$ cat config.mk
export PLATFORM = sky130hd
export DESIGN_NAME = sd_frame_ctrl
export DESIGN_NICKNAME = d
export VERILOG_FILES = /design/src/rtl/sd_frame_ctrl.sv
export SDC_FILE = /design/constraint.sdc
export NUM_CORES = 1
export LEC_CHECK = 0
export CAP_MARGIN = 20
export CORE_MARGIN = 2
export CORE_UTILIZATION = 46
export CTS_CLUSTER_SIZE = 16
export DETAILED_ROUTE_END_ITERATION = 7
export GPL_TIMING_DRIVEN = 0
export HOLD_SLACK_MARGIN = 0.12
export MAX_ROUTING_LAYER = met4
export PLACE_DENSITY = 0.71
export RECOVER_POWER = 50
export SLEW_MARGIN = 10
export SYNTH_ARGS = -nofsm -noshare
export SYNTH_HDL_FRONTEND = slang
export SYNTH_SLANG_ARGS = --single-unit
$ cat constraint.sdc
create_clock -name clk -period 2 [get_ports clk]
set_input_delay 0.3 -clock clk [delete_from_list [all_inputs] [get_ports clk]]
set_output_delay 0.3 -clock clk [all_outputs]
set_load 0.1 [all_outputs]
$ cat src/rtl/sd_frame_ctrl.sv
// Frame controller around a programmable overlapping Mealy sequence detector.
// Optional one-hot state LEDs are enabled with the SD_LED_EN macro.
module sd_frame_ctrl #(
  parameter int W    = 8,
  parameter int PMAX = 4,
  parameter int LW   = 3,
  parameter int CW   = 4
) (
  input  logic            clk,
  input  logic            reset,
  input  logic            cfg_we,
  input  logic [PMAX-1:0] cfg_pat,
  input  logic [LW-1:0]   cfg_len,
  input  logic            in_valid,
  output logic            in_ready,
  input  logic [W-1:0]    in_data,
  output logic            sd_din,
  output logic            dout,
  output logic            busy,
  output logic            done,
  output logic [CW-1:0]   hit_cnt,
`ifdef SD_LED_EN
  output logic [2:0]      led,
`endif
  output logic [1:0]      dbg_state
);

  // Handshake: a word transfers on a rising edge where in_valid && in_ready;
  // in_ready is high only in IDLE and the source must hold the word until then.

  localparam int IW = $clog2(W);
  localparam logic [LW-1:0]   LMAX = LW'(PMAX);
  localparam logic [LW-1:0]   LDEF = (PMAX < 3) ? LW'(PMAX) : LW'(3);
  localparam logic [PMAX-1:0] PDEF = PMAX'(7);
  localparam logic [CW-1:0]   CMAX = '1;

  typedef enum logic [1:0] {IDLE = 2'd0, SHIFT = 2'd1, REPORT = 2'd2} state_t;

  state_t          state, state_nx;
  logic [W-1:0]    data_q;
  logic [IW-1:0]   idx;
  logic [PMAX-1:0] hist, pat, mask;
  logic [LW-1:0]   len, seen, len_clamped;
  logic [PMAX:0]   window;
  logic            accept;

  assign accept      = in_valid && in_ready;
  assign in_ready    = (state == IDLE);
  assign busy        = (state != IDLE);
  assign done        = (state == REPORT);
  assign dbg_state   = state;
  assign sd_din      = (state == SHIFT) ? data_q[idx] : 1'b0;
  assign window      = {hist, sd_din};
  assign len_clamped = (cfg_len > LMAX) ? LMAX : cfg_len;

`ifdef SD_LED_EN
  assign led = {state == REPORT, state == SHIFT, state == IDLE};
`endif

  // Only the newest len bits of the window take part in the compare.
  always_comb begin
    mask = '0;
    for (int i = 0; i < PMAX; i++) mask[i] = (i < int'(len));
  end

  assign dout = (state == SHIFT) && (len != '0) &&
                (((window[PMAX-1:0] ^ pat) & mask) == '0) &&
                (seen >= len - LW'(1));

  always_comb begin
    state_nx = state;
    case (state)
      IDLE:    if (accept) state_nx = SHIFT;
      SHIFT:   if (idx == '0) state_nx = REPORT;
      REPORT:  state_nx = IDLE;
      default: state_nx = IDLE;
    endcase
  end

  always_ff @(posedge clk or negedge reset) begin
    if (!reset) begin
      state   <= IDLE;
      data_q  <= '0;
      idx     <= '0;
      hist    <= '0;
      seen    <= '0;
      hit_cnt <= '0;
      pat     <= PDEF;
      len     <= LDEF;
    end else begin
      state <= state_nx;
      if (cfg_we && state == IDLE) begin
        pat <= cfg_pat;
        len <= len_clamped;
      end
      case (state)
        IDLE: if (accept) begin
          data_q  <= in_data;
          idx     <= IW'(W - 1);
          hist    <= '0;
          seen    <= '0;
          hit_cnt <= '0;
        end
        SHIFT: begin
          hist <= window[PMAX-1:0];
          if (seen != LMAX) seen <= seen + LW'(1);
          if (dout && hit_cnt != CMAX) hit_cnt <= hit_cnt + CW'(1);
          if (idx != '0) idx <= idx - IW'(1);
        end
        default: ;
      endcase
    end
  end

endmodule

==> summary.txt <==
Root Buffer = clkbuf_4
RSZ-0062 raised after global routing = yes
Starting Density = 48.25%
Total CTS buffers = 5
Proportion of layout cells with a drive suffix above 1 = 32.98%
Drt wl/cell = 13.66 um
DR vias = 1,241
DP Worst Slack = -1224 ps
Pin count of the biggest net entering global routing = 31
Max-cap viol count = 0
FP Rows = 21
Largest family of logic cells by synthesized area = multiplexers
DRC errors left = 0
Xor-xnor portion of the synthesized cell area = 2.159%
Power density cells = 1851 nW/um2
Register area = 765.7 um2
Post-synth EDFFs = 0
Core area = 3363 um2
Routed Antenna Nets = 0
Area of the mapped netlist = 1623 um2
Leading area contributor after synthesis = dfrtp_1
Static Leak = 0.0009863 uW
Total grt overflow = 0
Yosys cell types = 34
Worst-Margin Slew = 960.9 ps
ANT cells = 0
FFs w/ async S/R, synth = 100.0%
Slew Viols, Final = 0
CTS tree = done
Nets = 217
Die Wd = 63.40 um
CP Max Fanout = 4
Synth Warn # = 0
WS Path Type = flop to primary output
Sw Pwr = 1898 uW
Clock Latency Late Sink = 340 ps
Sequential area share after synthesis = 46.65%
Global-route wire length before repair = 5.789 mm
Simple logic cell fraction of the synthesized area = 12.72%
Aggregate routed wire length = 3.197 mm
Power share of the clock group = 9.4%
Dominant cells by area after synthesis = dfrtp_1, mux2_2, ha_1
Final Critical Period = 2445 ps
Pre-antenna DRT Iters = 4
Filler instances = 302
Startpoint Class = flop
Area of the multi-input gates = 884.6 um2
Die height = 63.40 um
Setup violations, final = 8
Syn-to-layout area delta = 32.69%
Routability Congestion = 0.8135
Status = finished, violations left
Post-route design area = 2153 um2
Post-DP HPWL = 2.379 mm
CP arrival = 2140 ps
Via/cell ratio = 5.303
IO Count = 30
CTS max path bufs = 2
Period utilization = 122.2%
Initial antenna violation count = 0
Placement-stage cell area = 2024 um2
Violated checks = negative setup slack
Worst EP required = 1700 ps
Vias in the first global route = 1,334
Hold Path Class = primary input to flop
Fin. Hold Viols = 0
Final worst setup slack = -444.9 ps
Cell Int Power = 2088 uW
Synth top area share = 38.55%
Synth Register Bits = 30
Fin Clk Skew = 10.31 ps
Iter 0 DRT Violations = 52
Synth Area in Compound Gates = 11.41%
GRT Overall Usage = 19.40%
Clock-pin slew on the worst setup and hold paths = 90 ps
Syn_nets = 176
Syn Area/Cell = 11.12 um2
Die ar. = 4019 um2
Htree depth = 2
Switching power share of the total = 47.62%
Slew HR = 36.19%
Fmax = 409.0 MHz
Mux share of post-synthesis cell area = 15.57%
Synth Flop Type = dfrtp_1
Num Clock Sinks = 30
Final hold slack = 486.0 ps
Buffers on Ports = 29
Mapped Cells = 146
Worst vdd ir = 0.001294 V
Adder-Cell Fraction of Synth Area = 8.481%
Comb pwr share = 61.3%
Critical Path End Type = primary output
Flop pwr share = 29.3%
==> what timing repair did <==
action / 4_1_cts / 5_1_grt
setup buffers: 3 / 2
pin swaps: 4 / 4
endpoints found under the hold margin: 25 / 0
endpoints found under the setup margin: 15 / 10
resized for setup: 39 / 9
hold buffers: 1 / 0
==> registers in the layout (all words and copies together) (netlist names) <==
register	count
data_q	8
hit_cnt	4
pat	4
hist	3
idx	3
len	3
seen	3
dbg_state	2
==> per-layer routing <==
layer | share of wire (%) | track usage (%)
met4 | 2.0 | 12.23
met3 | 4.2 | 4.107
met5 | 0 | -
met1 | 43 | 21.68
met2 | 51 | 31.58
==> stage by stage <==
step	total power (uW)	cells	util, %	setup TNS, ps
after detailed placement	3460	221	60.19	-2455
after global routing	4286	234	64.03	-2053
final	3986	234	64.03	-1279
after floorplan	2938	146	-	-4660
after global placement	3363	221	60.34	-2328
after CTS	3955	232	63.58	-1053
==> cells in the mapped netlist (2+ instances only) <==
| library cell | instances |
|---|---|
| a22o_1 | 2 |
| mux2_2 | 13 |
| mux4_1 | 2 |
| and3_1 | 2 |
| nand4b_1 | 2 |
| a21o_1 | 3 |
| a21oi_1 | 9 |
| a31oi_1 | 2 |
| inv_1 | 10 |
| o21ai_0 | 2 |
| nand2b_1 | 5 |
| xnor2_1 | 3 |
| mux2i_1 | 4 |
| dfrtp_1 | 25 |
| nor2b_1 | 2 |
| dfstp_2 | 5 |
| clkbuf_1 | 3 |
| nand3_1 | 3 |
| nand2_1 | 18 |
| ha_1 | 11 |
| nor2_1 | 7 |
==> placed cells by master, fill, tap and decap left out, types with 3 or more instances in the layout <==
master / n
mux2_2: 13
dlygate4sd2_1: 3
nand3_1: 3
clkbuf_1: 3
clkbuf_2: 3
clkbuf_4: 5
nor2_1: 6
buf_4: 3
dfrtp_1: 22
clkdlybuf4s50_1: 17
nand2b_1: 4
inv_1: 8
a21oi_1: 7
mux2i_1: 3
a21o_1: 3
dfstp_2: 5
nand2_1: 16
ha_1: 8
xnor2_1: 3
==> cells by family (layout without fill, tap and decap cells) <==
family	count (synthesis)	count (layout)
simple gates	42	42
flops	30	30
compound gates	26	26
mux	20	20
buf+inv	13	55
fa+ha+maj	11	11
xor+xnor	4	4
==> worst paths after layout <==
kind / start / end / slack (ps) / cells past startpoint
min in group asynchronous: reset / dbg_state[1] / 550 / 2
setup / recovery: len[0] / dout / -440 / 7
max in group asynchronous: reset / dbg_state[0] / 920 / 2
setup reg to reg: len[0] / hit_cnt[0] / -190 / 10
hold reg to reg: len[1] / len[1] / 500 / 2
hold / removal: cfg_len[0] / len[0] / 490 / 3
==> power groups by stage <==
stage / clock network, uW / logic [uW] / registers [uW]
2_1_floorplan: 0 / 1610 / 1330
3_3_place_gp: 0 / 2200 / 1170
3_5_place_dp: 0 / 2270 / 1190
4_1_cts: 392 / 2390 / 1170
5_1_grt: 428 / 2640 / 1220
6_report: 375 / 2440 / 1170
==> area by class of cell <==
class                      instances  share of cell area [%]
inverter                          10                   1.859
buffer                             3                  0.9878
tap                               46                   2.673
timing repair buffer              34                   15.05
multi-input combinational        103                   41.08
clock inverter                     1                  0.2324
clock buffer                       7                   2.557
sequential                        30                   35.56
==> worst max-delay path: stages, from the launching register on <==
cell and delay (ps):
dfstp_2 570, inv_4 50, ha_4 240, ha_4 250, a21o_1 120, a21oi_2 70, a211oi_4 290, buf_12 220
Note: power is estimated with default switching activity, not from simulation.
